`config.mk`:
```
export PLATFORM = sky130hd
export DESIGN_NAME = mem_access_ctrl
export DESIGN_NICKNAME = d
export VERILOG_FILES = /design/src/rtl/mem_access_ctrl.sv
export SDC_FILE = /design/constraint.sdc
export NUM_CORES = 1
export LEC_CHECK = 0
export ABC_CLOCK_PERIOD_IN_PS = 4050
export CELL_PAD_IN_SITES_DETAIL_PLACEMENT = 0
export CELL_PAD_IN_SITES_GLOBAL_PLACEMENT = 1
export CORE_ASPECT_RATIO = 1.4
export CORE_MARGIN = 2
export CORE_UTILIZATION = 28
export DETAILED_ROUTE_END_ITERATION = 16
export PLACE_DENSITY_LB_ADDON = 0.05
export REMOVE_ABC_BUFFERS = 1
export SLEW_MARGIN = 15
export SYNTH_ARGS = -nofsm -noshare
export SYNTH_HDL_FRONTEND = slang
export SYNTH_SLANG_ARGS = --single-unit
```
`constraint.sdc`:
```
create_clock -name clk -period 4.05 [get_ports clk]
set_input_delay 0.81 -clock clk [delete_from_list [all_inputs] [get_ports clk]]
set_output_delay 0.81 -clock clk [all_outputs]
set_load 0.005 [all_outputs]
```
`src/rtl/mem_access_ctrl.sv`:
```
// ---------------------------------------------------------------------------
// mem_access_ctrl
//
// Multi-cycle access controller between the MEM pipeline stage and a slow,
// word-addressed external data memory.
//
// The controller converts each pipeline byte address into a word index and
// runs a req/ack handshake with the memory. While the access is in flight it
// holds Freeze high so the upstream pipeline stalls. Load data is registered.
// It is presented with a one-cycle Read_Valid strobe in the cycle where
// Freeze drops.
//
// Optional feature macro:
//   MEM_TIMEOUT_EN  - when defined, an access that sees no Ext_Ack for
//                     TIMEOUT cycles in REQ is abandoned and reported as a
//                     fault. When undefined, REQ waits indefinitely.
//
// Parameters:
//   BASE_ADDR  byte address mapped to word 0 of the external memory
//   DEPTH      external memory depth in 32-bit words (power of two, >= 2)
//   TIMEOUT    max REQ cycles without Ext_Ack (only with MEM_TIMEOUT_EN)
//
// Ports:
//   clk         clock; all state updates on the rising edge
//   rst         synchronous, active-low reset
//   MEM_R_EN    load request from the MEM stage
//   MEM_W_EN    store request from the MEM stage (wins over MEM_R_EN)
//   Mem_Addr    byte address (ALU result)
//   Wr_Data     store data
//   Freeze      stall for the pipeline registers up to and including MEM/WB
//   Read_Data   registered load data
//   Read_Valid  one-cycle strobe: Read_Data is valid
//   Err         one-cycle strobe: the access faulted
//   Ext_Req     request to the external memory
//   Ext_We      1 = write, 0 = read
//   Ext_Addr    word index into the external memory
//   Ext_Wdata   write data to the external memory
//   Ext_Ack     single-cycle completion from the external memory
//   Ext_Rdata   read data from the external memory, valid with Ext_Ack
// ---------------------------------------------------------------------------
module mem_access_ctrl #(
    parameter logic [31:0] BASE_ADDR = 32'd1024,
    parameter int          DEPTH     = 64,
    parameter int          TIMEOUT   = 16
) (
    input  logic                     clk,
    input  logic                     rst,
    input  logic                     MEM_R_EN,
    input  logic                     MEM_W_EN,
    input  logic [31:0]              Mem_Addr,
    input  logic [31:0]              Wr_Data,
    output logic                     Freeze,
    output logic [31:0]              Read_Data,
    output logic                     Read_Valid,
    output logic                     Err,
    output logic                     Ext_Req,
    output logic                     Ext_We,
    output logic [$clog2(DEPTH)-1:0] Ext_Addr,
    output logic [31:0]              Ext_Wdata,
    input  logic                     Ext_Ack,
    input  logic [31:0]              Ext_Rdata
);

    localparam int AW = $clog2(DEPTH);

    // Reject configurations the address decode cannot represent.
    if (DEPTH < 2 || (DEPTH & (DEPTH - 1)) != 0 || TIMEOUT < 1) begin : g_param_check
        $error("mem_access_ctrl: DEPTH must be a power of two >= 2 and TIMEOUT >= 1");
    end

    typedef enum logic [1:0] {
        IDLE = 2'd0,
        REQ  = 2'd1,
        DONE = 2'd2
    } state_t;

    state_t state_q;
    state_t state_d;

    // Set when the access now completing must be reported through Err.
    logic fault_q;

    // -----------------------------------------------------------------------
    // Address decode
    // -----------------------------------------------------------------------
    // The subtraction wraps for addresses below BASE_ADDR, so the lower bound
    // is checked separately instead of relying on the index compare.
    logic [31:0] word_idx;
    logic        in_range;
    logic        access_req;

    assign word_idx   = (Mem_Addr - BASE_ADDR) >> 2;
    assign in_range   = (Mem_Addr >= BASE_ADDR) && (word_idx < 32'(DEPTH));
    assign access_req = MEM_R_EN | MEM_W_EN;

    // -----------------------------------------------------------------------
    // Optional REQ watchdog
    // -----------------------------------------------------------------------
    logic expired;

`ifdef MEM_TIMEOUT_EN
    localparam int CW = $clog2(TIMEOUT + 1);

    logic [CW-1:0] tmo_q;

    // The counter reads k-1 in the k-th REQ cycle. Expiry therefore falls on
    // the TIMEOUT-th cycle, and Ext_Req has been high for exactly TIMEOUT
    // cycles when the controller gives up.
    assign expired = (state_q == REQ) && (tmo_q == CW'(TIMEOUT - 1));

    always_ff @(posedge clk) begin
        if (!rst) begin
            tmo_q <= '0;
        end else if (state_q == REQ) begin
            tmo_q <= tmo_q + 1'b1;
        end else begin
            tmo_q <= '0;
        end
    end
`else
    assign expired = 1'b0;
`endif

    // -----------------------------------------------------------------------
    // Next-state and Freeze
    // -----------------------------------------------------------------------
    // NOTE: every signal driven here gets a default before the case; a path
    // that left one unassigned would infer a latch.
    always_comb begin
        state_d = state_q;
        Freeze  = 1'b0;

        unique case (state_q)
            IDLE: begin
                if (access_req) begin
                    Freeze  = 1'b1;
                    state_d = in_range ? REQ : DONE;
                end
            end

            REQ: begin
                Freeze = 1'b1;
                // An ack in the expiry cycle still counts as success.
                if (Ext_Ack || expired) begin
                    state_d = DONE;
                end
            end

            DONE: begin
                // The pipeline advances at the end of this cycle. Enables
                // seen here belong to the finished access and are ignored.
                state_d = IDLE;
            end

            default: begin
                state_d = IDLE;
            end
        endcase
    end

    // -----------------------------------------------------------------------
    // State and datapath registers
    // -----------------------------------------------------------------------
    // NOTE: state is updated with non-blocking assignments so every register
    // in this block samples the pre-edge values, independent of statement
    // order.
    always_ff @(posedge clk) begin
        if (!rst) begin
            state_q   <= IDLE;
            fault_q   <= 1'b0;
            Ext_We    <= 1'b0;
            Ext_Addr  <= '0;
            Ext_Wdata <= '0;
            Read_Data <= '0;
        end else begin
            state_q <= state_d;

            unique case (state_q)
                IDLE: begin
                    if (access_req) begin
                        // These are held stable for the whole REQ phase.
                        Ext_We    <= MEM_W_EN;
                        Ext_Addr  <= word_idx[AW-1:0];
                        Ext_Wdata <= Wr_Data;
                        fault_q   <= !in_range;
                        // A faulted load presents zero data in DONE.
                        if (!in_range && !MEM_W_EN) begin
                            Read_Data <= '0;
                        end
                    end
                end

                REQ: begin
                    if (Ext_Ack) begin
                        fault_q <= 1'b0;
                        if (!Ext_We) begin
                            Read_Data <= Ext_Rdata;
                        end
                    end else if (expired) begin
                        fault_q <= 1'b1;
                        if (!Ext_We) begin
                            Read_Data <= '0;
                        end
                    end
                end

                default: begin
                end
            endcase
        end
    end

    // -----------------------------------------------------------------------
    // State-decoded outputs
    // -----------------------------------------------------------------------
    assign Ext_Req    = (state_q == REQ);
    assign Read_Valid = (state_q == DONE) && !Ext_We && !fault_q;
    assign Err        = (state_q == DONE) && fault_q;

endmodule

```
# Word-level counts from Yosys, hierarchy flattened
# Index checks and enable logic that the tools add are counted.
# totals
reg_bits,74
out_inout_bits,75
input_bits,101
# op_classes
muxes,14
n_eq_ne,6
order_cmp,2
n_addsub,1
n_reduce_logical,15
n_bitwise,1
# op_table
op,count
two-way mux 32 bit,4
one-hot mux 32 bit (2 select lines),1
greater-or-equal comparator 32 x 11 -> 1 bit (second input constant),1
subtractor 32 x 11 -> 32 bit (second input constant),1
< comparator 30 x 7 -> 1 bit (second input constant),1
two-way mux 2 bit,3
inequality test 2 bit (second input constant),3
logical AND 1 bit,5
AND reduction 5 bit,1
logical NOT 1 bit,4
one-hot mux 1 bit (2 select lines),2
one-hot mux 2 bit (2 select lines),1
AND reduction 2 bit,2
two-way mux 1 bit,3
AND reduction 3 bit,1
== test 2 x 1 -> 1 bit (second input constant),1
== test 2 bit (second input constant),1
logical NOT 2 bit,1
inequality test 2 x 1 -> 1 bit (second input constant),1
nonzero test 2 bit,1
bitwise OR 1 bit,1

# Logic depth before layout (Yosys ltp)
# Gate-level depths: netlist (run 1).
# depth
word_depth,8
ltp_mapped,7

# Worst setup path after synthesis (run 1)
# Ideal clock, no wire load.
# synth_timing
path_type,input-to-reg
start,in Mem_Addr[14]
end,reg fault_q
stages,5
required_ns,3.934
arrival_ns,2.521
setup_time_ns,0.116
slack_ns,1.414
n_path_buf,0
cell_sequence,or4_4 a2111oi_4 a221oi_2 or4_4 a31o_1
# synth_via
elab_chain_len,6
# synth_lines
element,line,text
start: declaration,50,"input logic [31:0] Mem_Addr,"
subtractor 32 x 11 -> 32 bit,92,assign word_idx = (Mem_Addr - BASE_ADDR) >> 2;
< comparator 30 x 7 -> 1 bit,93,assign in_range = (Mem_Addr >= BASE_ADDR) && (word_idx < 32'(DEPTH));
logical AND 1 bit *,93,
logical NOT 1 bit *,185,fault_q <= !in_range;
two-way mux 1 bit *,180,if (access_req) begin
one-hot mux 1 bit (2 select lines) *,178,unique case (state_q)
end signal: assignment,185,
end: declaration,81,logic fault_q;
# Every way passes the cells marked *; elsewhere a longest branch is shown, timed or not. The select of a mux whose other input is x is not followed.
# A chain may end at the register's enable or synchronous reset.

# Worst setup path in the final report (run 1)
# layout_timing
start,in MEM_W_EN
end,out Freeze
# layout_via
elab_chain_len,3
# layout_lines
element,line,text
start: declaration,49,"input logic MEM_W_EN,"
bitwise OR 1 bit,94,assign access_req = MEM_R_EN | MEM_W_EN;
two-way mux 1 bit,135,if (access_req) begin
one-hot mux 1 bit (2 select lines),133,unique case (state_q)
end: declaration,52,"output logic Freeze,"
# Every way passes these cells.

==> impl_metrics.py, run 1 <==
metrics = {
    "grt": {
        "antenna_found_initial": 0,
        "grt_pass1_wl_um": 12200,
        "grt_start_max_net_pins": 41,
        "grtUsageTotal": 0.143,
        "gr-total-overflow": 0,
        "grt_pass1_vias": 2643,
    },
    "logic_synthesis": {
        "netlist_instances": 292,
        "synth_area_leaders": "dfxtp_1 52%, nand2_1 11%, a22o_1 9.8%, a21boi_0 5.3%, a21boi_1 4.7%",
        "synth_edf_count": 0,
        "synth_area_um2": 2850,
        "ys_ff_latch": 74,
        "synth_cell_types": 35,
        "synth.most_common_cell": "nand2_1",
        "synth_top_area_share": 0.520,
        "yosysTopAreaCell": "dfxtp_1",
        "synth_async_sr_flop_share": 0,
        "ys.flop_type": "dfxtp_1",
        "postSynthAreaPerCell_um2": 9.75,
        "ys_warn_count": 0,
        "yosysSeqAreaShare": 0.520,
        "ys_top_cells_by_count": "82 x nand2_1, 74 x dfxtp_1, 32 x a22o_1",
    },
    "power_and_ir_drop": {
        "finalPower_w": 0.00184,
        "p_leak_nw": 1.85,
        "p_per_area_nw_per_um2": 369,
        "vdd_drop_max_uv": 201,
    },
    "timing": {
        "max_freq_mhz": 333,
        "hold_viol_final": 0,
        "period_needed_ns": 3.01,
        "finalMaxSlewViolations": 0,
        "holdWs_ns": 0.449,
        "max_slew.worst_pin.slew_ns": 0.520,
        "finalCritPeriodShare": 0.742,
        "relSlewSlack": 0.650,
        "fin_skew_ns": 0.00773,
        "rsz0062_at_grt": "false",
        "finalSetupTns_ns": 0,
        "setup_viol": 0,
    },
    "worst_setup_path": {
        "cp-end-kind": "primary output",
        "critical_path.slowest_cell": "clkdlybuf4s50_1",
        "worst_path_most_repeated_cell": "clkdlybuf4s50_1",
        "required_ns": 3.24,
        "start_kind": "input pin",
        "arrival_ns": 2.20,
        "slowest_delay_ns": 0.52,
        "path_max_fanout": 5,
        "crit_chain": "clkdlybuf4s50_1 > nor3_1 > nor2_1 > clkdlybuf4s50_1",
        "path_class": "input pin to primary output",
    },
    "placement": {
        "port_buffers": 173,
        "place_inst": 585,
        "place_hpwl_um": 5630,
        "globalplace.congestion": 0.787,
    },
    "clock_tree": {
        "postCtsSetupRepairBufs": 0,
        "htreeDepth": 3,
        "numCtsBuffers": 9,
        "clk_pin_slew_ns": 0.05,
        "cts_buffer_depth": 2,
        "clock_sinks": 74,
        "cts_hold_buf": 0,
        "cts_resized": 0,
        "cts_root_buffer": "clkbuf_16",
        "clk_latency_ns": 0.33,
        "cts_tree": "done",
    },
    "route": {
        "via_count": 2688,
        "drtIter0Drc": 105,
        "ant_nets": 0,
        "wire_per_inst_um": 13.4,
        "firstDrtPassIters": 4,
        "drc_errors": 0,
        "drt_wl_total_um": 8050,
        "vias_per_cell": 4.47,
    },
    "final_layout": {
        "instances_no_fill": 601,
        "nFillCells": 967,
        "final_nets": 562,
        "drive_gt1_frac": 0.0644,
        "n_antenna_cell": 0,
        "syn2layout_area_growth_pct": 74.7,
        "utilization": 0.503,
    },
    "floorplanning": {
        "start_util": 0.288,
        "die_y_um": 123,
        "coreArea_um2": 9900,
        "core.rowCount": 43,
        "io_pins": 176,
        "die-area_um2": 11000,
        "die_w_um": 89.2,
    },
    "status": {
        "status": "finished, final reports clean",
    },
    "flow_run": {
        "cap_viol_max_count": 0,
    },
    "worst_hold_path": {
        "hp-class": "flip-flop to flip-flop",
    },
}
[through the flow]
step	instance area [um2]	setup slack (ns)
final	4970	1.04
after global routing	4970	0.940
after CTS	4970	1.04
after detailed placement	4670	0.756
after global placement	4670	0.736
after floorplan	2720	0.689
[cell families (layout without fill, tap and decap cells)]
kind of cell	count (synthesis)	in the layout	share of synthesized area
simple gates	114	114	0.183
compound gates	80	80	0.242
flops	74	74	0.520
buf+inv	21	195	0.0457
xor+xnor	2	2	0.00615
mux	1	1	0.00352
[routing by layer]
layer	vias up	track usage	wire length, um
met3	12	0.0514	755
met4	0	0.0728	182
met2	114	0.227	3660
met1	1199	0.167	3440
met5	-	0	0
li1	1363	-	-
[final cells by class]
cell class | instances | area (um2) | area share
well taps | 135 | 169 | 0.0340
repair buffers | 178 | 1770 | 0.356
clock buffers | 11 | 243 | 0.0488
multi-input cells | 197 | 1240 | 0.250
flip-flops and latches | 74 | 1480 | 0.298
inverters | 1 | 3.75 | 0.000755
clock inverters | 5 | 63.8 | 0.0128
[layout by cell type, fill, tap and decap left out, types with 2 or more instances in the layout]
cell	instances
or4_4	3
nor2_1	6
a21boi_0	20
nand3b_1	2
clkdlybuf4s50_1	173
a22o_1	32
nor4_1	5
nand4_1	2
nor4b_1	3
a21boi_1	18
nor3_1	3
buf_4	5
clkinv_4	3
nand2_1	82
nor2b_1	4
dfxtp_1	74
clkbuf_16	9
[critical path, delay by kind of cell]
family | cells | cell delay (ns)
buffers and inverters | 2 | 0.98
and+or+nand+nor | 2 | 0.41
[report_power, final]
group          internal (W)  total (W)  switching, W
logic              0.000165   0.000261     0.0000951
registers          0.000758   0.000773     0.0000152
clock network      0.000497   0.000802      0.000305
[worst paths after layout]
| path | startpoint | end | slack, ns | cells after the start |
|---|---|---|---|---|
| worst max register to register | state_q[0]$_SDFFE_PN0P_ | Read_Data[22]$_SDFFE_PN0P_ | 2.21 | 6 |
| worst min register to register | Ext_Wdata[14]$_SDFFE_PN0P_ | Ext_Wdata[14]$_SDFFE_PN0P_ | 0.45 | 2 |
| worst min-delay path | Ext_Wdata[14]$_SDFFE_PN0P_ | Ext_Wdata[14]$_SDFFE_PN0P_ | 0.45 | 2 |
| worst max-delay path | MEM_W_EN | Freeze | 1.04 | 4 |
[flip-flops by register name (all words and copies together) (netlist names)]
name,count
Read_Data,32
Ext_We,1
state_q,2
Ext_Addr,6
fault_q,1
Ext_Wdata,32
Power figures use the tool's default switching activity.
==> inputs of run 2 (changes only) <==
--- a/config.mk
+++ b/config.mk
@@ -5,12 +5,12 @@
 export SDC_FILE = /design/constraint.sdc
 export NUM_CORES = 1
 export LEC_CHECK = 0
-export ABC_CLOCK_PERIOD_IN_PS = 4050
+export ABC_CLOCK_PERIOD_IN_PS = 2700
 export CELL_PAD_IN_SITES_DETAIL_PLACEMENT = 0
 export CELL_PAD_IN_SITES_GLOBAL_PLACEMENT = 1
 export CORE_ASPECT_RATIO = 1.4
 export CORE_MARGIN = 2
-export CORE_UTILIZATION = 28
+export CORE_UTILIZATION = 23
 export DETAILED_ROUTE_END_ITERATION = 16
 export PLACE_DENSITY_LB_ADDON = 0.05
 export REMOVE_ABC_BUFFERS = 1
==> constraint.sdc (replaced) <==
create_clock -name clk -period 2.7 [get_ports clk]
set_input_delay 0.54 -clock clk [delete_from_list [all_inputs] [get_ports clk]]
set_output_delay 0.54 -clock clk [all_outputs]
set_load 0.005 [all_outputs]
==> run 2 against run 1 <==
Compared with the run above:
- register-to-register slack got worse by 1.3 ns
- flip-flop and latch count did not move
- die area increased by 21%
- via count grew 1.5%
- critical path depth is 2 higher
- combinational power is 56% higher
- total power rose by 56%
- wire length up 3.7%
- utilization shrank 8.4 points
- worst setup slack got worse by 0.88 ns
- final area increased by 2.7%
- worst hold slack better by 0.0035 ns
==> impl_metrics.py, run 2 (synthesis gave the netlist of run 1 again) <==
metrics = {
    "timing": {
        "relSlewSlack": 0.712,
        "period_needed_ns": 2.53,
        "setup_slack_ns": 0.168,
        "max_freq_mhz": 395,
        "finalCritPeriodShare": 0.938,
        "max_slew.worst_pin.slew_ns": 0.432,
        "setup_viol": 0,
        "fin_skew_ns": 0.00687,
        "finalMaxSlewViolations": 0,
        "hold_viol_final": 0,
        "rsz0062_at_grt": "false",
    },
    "floorplanning": {
        "die-area_um2": 13300,
        "start_util": 0.234,
        "die_w_um": 98.0,
        "io_pins": 176,
        "core.rowCount": 48,
        "coreArea_um2": 12200,
        "die_y_um": 136,
    },
    "placement": {
        "globalplace.congestion": 0.768,
        "port_buffers": 173,
        "post-place-ws_ns": -0.180,
        "place_hpwl_um": 5860,
    },
    "clock_tree": {
        "clk_pin_slew_ns": 0.06,
        "postCtsSetupRepairBufs": 0,
        "cts_resized": 0,
        "cts_buffer_depth": 2,
        "htreeDepth": 3,
        "cts_hold_buf": 0,
        "clock_sinks": 74,
        "numCtsBuffers": 9,
        "clk_latency_ns": 0.33,
        "cts_root_buffer": "clkbuf_16",
        "cts_tree": "done",
    },
    "worst_setup_path": {
        "worstReg2RegStart": "state_q[0]$_SDFFE_PN0P_",
        "path_class": "input pin to flip-flop",
        "required_ns": 2.92,
        "slowest_delay_ns": 0.57,
        "critical_path.slowest_cell": "or4_4",
        "worstRegToRegCells": 6,
        "r2r_slack_ns": 0.92,
        "path_max_fanout": 3,
        "rr_endpoint": "Read_Data[4]$_SDFFE_PN0P_",
        "arrival_ns": 2.75,
        "worst_path_most_repeated_cell": "or4_4",
        "crit_chain": "clkdlybuf4s50_1 > or4_4 > a2111oi_4 > a221oi_2 > or4_4 > a31o_1",
        "cp-end-kind": "flip-flop",
        "start_kind": "input pin",
    },
    "grt": {
        "grt_pass1_vias": 2754,
        "antenna_found_initial": 0,
        "grt_start_max_net_pins": 43,
        "grt_pass1_wl_um": 13500,
        "gr-total-overflow": 0,
        "grtUsageTotal": 0.127,
    },
    "final_layout": {
        "nFillCells": 1215,
        "final_cell_mix": "173 x clkdlybuf4s50_1, 82 x nand2_1, 74 x dfxtp_1",
        "final_nets": 570,
        "largestRegisters": "Ext_Wdata (32), Read_Data (32), Ext_Addr (6)",
        "drive_gt1_frac": 0.0823,
        "syn2layout_area_growth_pct": 79.4,
        "utilization": 0.419,
        "regArea_um2": 1480,
        "multi_input_area_um2": 1240,
        "n_antenna_cell": 0,
        "mostFrequentLayoutCell": "clkdlybuf4s50_1",
    },
    "flow_run": {
        "cap_viol_max_count": 0,
    },
    "route": {
        "drtIter0Drc": 87,
        "drc_errors": 0,
        "via_count": 2727,
        "vias_per_cell": 4.37,
        "drt_wl_total_um": 8340,
        "ant_nets": 0,
        "firstDrtPassIters": 4,
        "wire_per_inst_um": 13.4,
    },
    "power_and_ir_drop": {
        "p_per_area_nw_per_um2": 561,
        "vdd_drop_max_uv": 370,
        "p_leak_nw": 1.91,
    },
    "worst_hold_path": {
        "min_from": "Ext_Wdata[14]$_SDFFE_PN0P_",
        "min_to": "Ext_Wdata[14]$_SDFFE_PN0P_",
        "hp-class": "flip-flop to flip-flop",
        "whs_path_depth": 2,
    },
    "status": {
        "status": "finished, final reports clean",
    },
}
==> run 2: worst max-delay path by stage <==
stage / from / end / slack (ns) / cells after the start
3_5_place_dp: Mem_Addr[14] / fault_q$_SDFFE_PN0P_ / -0.18 / 6
6_report: Mem_Addr[14] / fault_q$_SDFFE_PN0P_ / 0.17 / 6
2_1_floorplan: MEM_W_EN / Read_Data[0]$_SDFFE_PN0P_ / -0.39 / 5
4_1_cts: Mem_Addr[14] / fault_q$_SDFFE_PN0P_ / 0.18 / 6
3_3_place_gp: Mem_Addr[14] / fault_q$_SDFFE_PN0P_ / -0.16 / 6
5_1_grt: Mem_Addr[14] / fault_q$_SDFFE_PN0P_ / 0.09 / 6
==> run 2: routing by layer <==
| metal | part of all wire | track usage | up-vias |
|---|---|---|---|
| met3 | 0.082 | 0.0423 | 9 |
| met2 | 0.45 | 0.195 | 118 |
| met5 | 0 | 0 | - |
| li1 | - | - | 1380 |
| met4 | 0.018 | 0.0671 | 0 |
| met1 | 0.45 | 0.156 | 1220 |
==> run 2: report_power, final <==
group | switching (W) | internal [W] | leakage [nW]
clock | 0.000484 | 0.000817 | 0.157
sequential | 0.0000232 | 0.00114 | 0.604
combinational | 0.000145 | 0.000261 | 1.15
==> run 2: layout make-up <==
| cell class | instances | area share |
|---|---|---|
| Multi-Input combinational cell | 197 | 0.244 |
| Tap cell | 150 | 0.0367 |
| Clock inverter | 7 | 0.0193 |
| Clock buffer | 9 | 0.0441 |
| Timing Repair Buffer | 186 | 0.365 |
| Inverter | 1 | 0.000735 |
| Sequential cell | 74 | 0.290 |
==> run 2: worst max-delay path, delay by kind of cell <==
kind                   cells  cell delay, ns
buffers and inverters      1            0.43
AO/OA/AOI/OAI              3            0.65
AND/OR/NAND/NOR            2            1.14
==> run 2: through the flow <==
step / TNS, ns / total power (W) / instance area [um2] / hold WS, ns / std cells
finish: 0 / 0.00287 / 5110 / 0.453 / 624
global route: 0 / 0.00300 / 5110 / 0.474 / 624
CTS: 0 / 0.00293 / 5110 / 0.457 / 624
detailed placement: -3.65 / 0.00160 / 4780 / 0.448 / 608
global placement: -3.08 / 0.00159 / 4780 / 0.440 / 608
floorplan: -12.51 / 0.00129 / 2720 / 0.451 / 272
==> inputs of run 3 (changes only) <==
--- a/config.mk
+++ b/config.mk
@@ -12,7 +12,7 @@
 export CORE_MARGIN = 2
 export CORE_UTILIZATION = 23
 export DETAILED_ROUTE_END_ITERATION = 16
-export PLACE_DENSITY_LB_ADDON = 0.05
+export PLACE_DENSITY_LB_ADDON = 0.12
 export REMOVE_ABC_BUFFERS = 1
 export SLEW_MARGIN = 15
 export SYNTH_ARGS = -nofsm -noshare
==> run 3 against run 2 <==
Compared with the run above:
- first-iteration DRC count decreased by 33%
- total power decreased by 0.75%
- final cell count decreased by 0.48%
- wire length increased by 2.5%
- global-route usage increased by 0.26 points
- die area unchanged
- final area decreased by 0.54%
- critical endpoint unchanged
- largest cell class unchanged
==> impl_metrics.py, run 3 (synthesis gave the netlist of run 1 again) <==
metrics = {
    "placement": {
        "globalplace.congestion": 0.682,
        "place_hpwl_um": 6010,
        "place_area_um2": 4760,
        "port_buffers": 173,
    },
    "worst_setup_path": {
        "r2r_slack_ns": 0.90,
        "cp-end-kind": "flip-flop",
        "path_class": "input pin to flip-flop",
        "rr_endpoint": "Read_Data[8]$_SDFFE_PN0P_",
        "start_kind": "input pin",
        "worstRegToRegCells": 6,
        "path_max_fanout": 3,
        "cp-endpoint": "fault_q$_SDFFE_PN0P_",
        "worstReg2RegStart": "state_q[0]$_SDFFE_PN0P_",
        "startpoint": "Mem_Addr[14]",
        "required_ns": 2.92,
        "arrival_ns": 2.76,
    },
    "timing": {
        "relSlewSlack": 0.698,
        "period_needed_ns": 2.54,
        "setup_viol": 0,
        "max_slew.worst_pin.slew_ns": 0.449,
        "hold_viol_final": 0,
        "finalMaxSlewViolations": 0,
        "finalCritPeriodShare": 0.941,
        "finalSetupTns_ns": 0,
        "rsz0062_at_grt": "false",
        "max_freq_mhz": 394,
        "fin_skew_ns": 0.00481,
    },
    "clock_tree": {
        "clk_pin_slew_ns": 0.06,
        "cts_hold_buf": 0,
        "cts_resized": 0,
        "htreeDepth": 3,
        "cts_buffer_depth": 2,
        "clk_latency_ns": 0.32,
        "postCtsSetupRepairBufs": 0,
        "cts_tree": "done",
        "cts_root_buffer": "clkbuf_16",
        "numCtsBuffers": 9,
        "clock_sinks": 74,
    },
    "power_and_ir_drop": {
        "p_comb_frac": 0.143,
        "p_per_area_nw_per_um2": 560,
        "p_leak_nw": 1.89,
        "swShare": 0.224,
        "clkPwrFrac": 0.450,
        "seq_power_share": 0.407,
        "switchingPower_w": 0.000638,
        "vdd_drop_max_uv": 242,
        "p_int_w": 0.00221,
    },
    "final_layout": {
        "syn2layout_area_growth_pct": 78.4,
        "n_antenna_cell": 0,
        "drive_gt1_frac": 0.0743,
        "final_nets": 567,
        "nFillCells": 1212,
        "multi_input_area_um2": 1240,
        "largestRegisters": "Ext_Wdata (32), Read_Data (32), Ext_Addr (6)",
        "mostFrequentLayoutCell": "clkdlybuf4s50_1",
        "regArea_um2": 1480,
        "fin_area_um2": 5080,
        "final_cell_mix": "173 x clkdlybuf4s50_1, 82 x nand2_1, 74 x dfxtp_1",
    },
    "route": {
        "drc_errors": 0,
        "vias_per_cell": 4.41,
        "ant_nets": 0,
        "wire_per_inst_um": 13.8,
        "via_count": 2737,
        "drtIter0Drc": 58,
        "firstDrtPassIters": 6,
        "drt_wl_total_um": 8550,
    },
    "worst_hold_path": {
        "hp-class": "flip-flop to flip-flop",
        "whs_path_depth": 2,
    },
    "floorplanning": {
        "core.rowCount": 48,
        "die_y_um": 136,
        "die_w_um": 98.0,
        "start_util": 0.234,
        "coreArea_um2": 12200,
        "io_pins": 176,
        "die-area_um2": 13300,
    },
    "grt": {
        "grt_pass1_vias": 2773,
        "gr-total-overflow": 0,
        "grt_pass1_wl_um": 13800,
        "grt_start_max_net_pins": 44,
        "antenna_found_initial": 0,
        "grtUsageTotal": 0.129,
    },
    "status": {
        "status": "finished, final reports clean",
    },
    "flow_run": {
        "cap_viol_max_count": 0,
    },
}
run 3: cell types whose count changed in the layout (fill, tap and decap cells not counted), sizes merged:
cell,delta
clkinv,+1
buf,-3
clkbuf,+1
inv,-2
run 3: how the worst min path moves through the flow:
stage                          startpoint                         end  slack (ns)
3_5_place_dp    Ext_Wdata[9]$_SDFFE_PN0P_   Ext_Wdata[9]$_SDFFE_PN0P_        0.44
6_report        Ext_Wdata[4]$_SDFFE_PN0P_   Ext_Wdata[4]$_SDFFE_PN0P_        0.45
4_1_cts         Ext_Wdata[3]$_SDFFE_PN0P_   Ext_Wdata[3]$_SDFFE_PN0P_        0.45
2_1_floorplan    Ext_Addr[5]$_SDFFE_PN0P_    Ext_Addr[5]$_SDFFE_PN0P_        0.45
3_3_place_gp   Ext_Wdata[31]$_SDFFE_PN0P_  Ext_Wdata[31]$_SDFFE_PN0P_        0.44
5_1_grt         Ext_Wdata[3]$_SDFFE_PN0P_   Ext_Wdata[3]$_SDFFE_PN0P_        0.47
run 3: final cells by class:
type / count / area share
Tap cell: 150 / 0.0369
Timing Repair Buffer: 183 / 0.363
Inverter: 1 / 0.000739
Multi-Input combinational cell: 197 / 0.245
Clock inverter: 6 / 0.0177
Clock buffer: 10 / 0.0451
Sequential cell: 74 / 0.292
run 3: critical path, cell delays in order:
cell	delay, ns
clkdlybuf4s50_1	0.42
or4_4	0.57
a2111oi_4	0.30
a221oi_2	0.14
or4_4	0.57
a31o_1	0.21
run 3: power groups by stage:
stage / Combinational [W] / Sequential, W / Clock, W
6_report: 0.000406 / 0.00116 / 0.00128
5_1_grt: 0.000442 / 0.00117 / 0.00138
4_1_cts: 0.000413 / 0.00116 / 0.00133
3_5_place_dp: 0.000412 / 0.00118 / 0
3_3_place_gp: 0.000408 / 0.00118 / 0
2_1_floorplan: 0.000107 / 0.00119 / 0
run 3: per-stage QoR:
stage               hold WS [ns]  cells  utilization  setup WS (ns)  power (W)
finish                     0.449    621        0.417          0.160    0.00285
global route               0.473    621        0.417          0.100    0.00299
CTS                        0.453    621        0.417          0.182    0.00290
detailed placement         0.444    605        0.391         -0.167    0.00160
global placement           0.441    605        0.391         -0.170    0.00159
floorplan                  0.451    272            -         -0.391    0.00129
run 3: layer usage:
layer	global-route usage	part of all wire	vias to the layer above
met4	0.0486	0.012	0
met5	0	0	-
met2	0.206	0.46	115
li1	-	-	1369
met3	0.0495	0.092	8
met1	0.158	0.44	1245
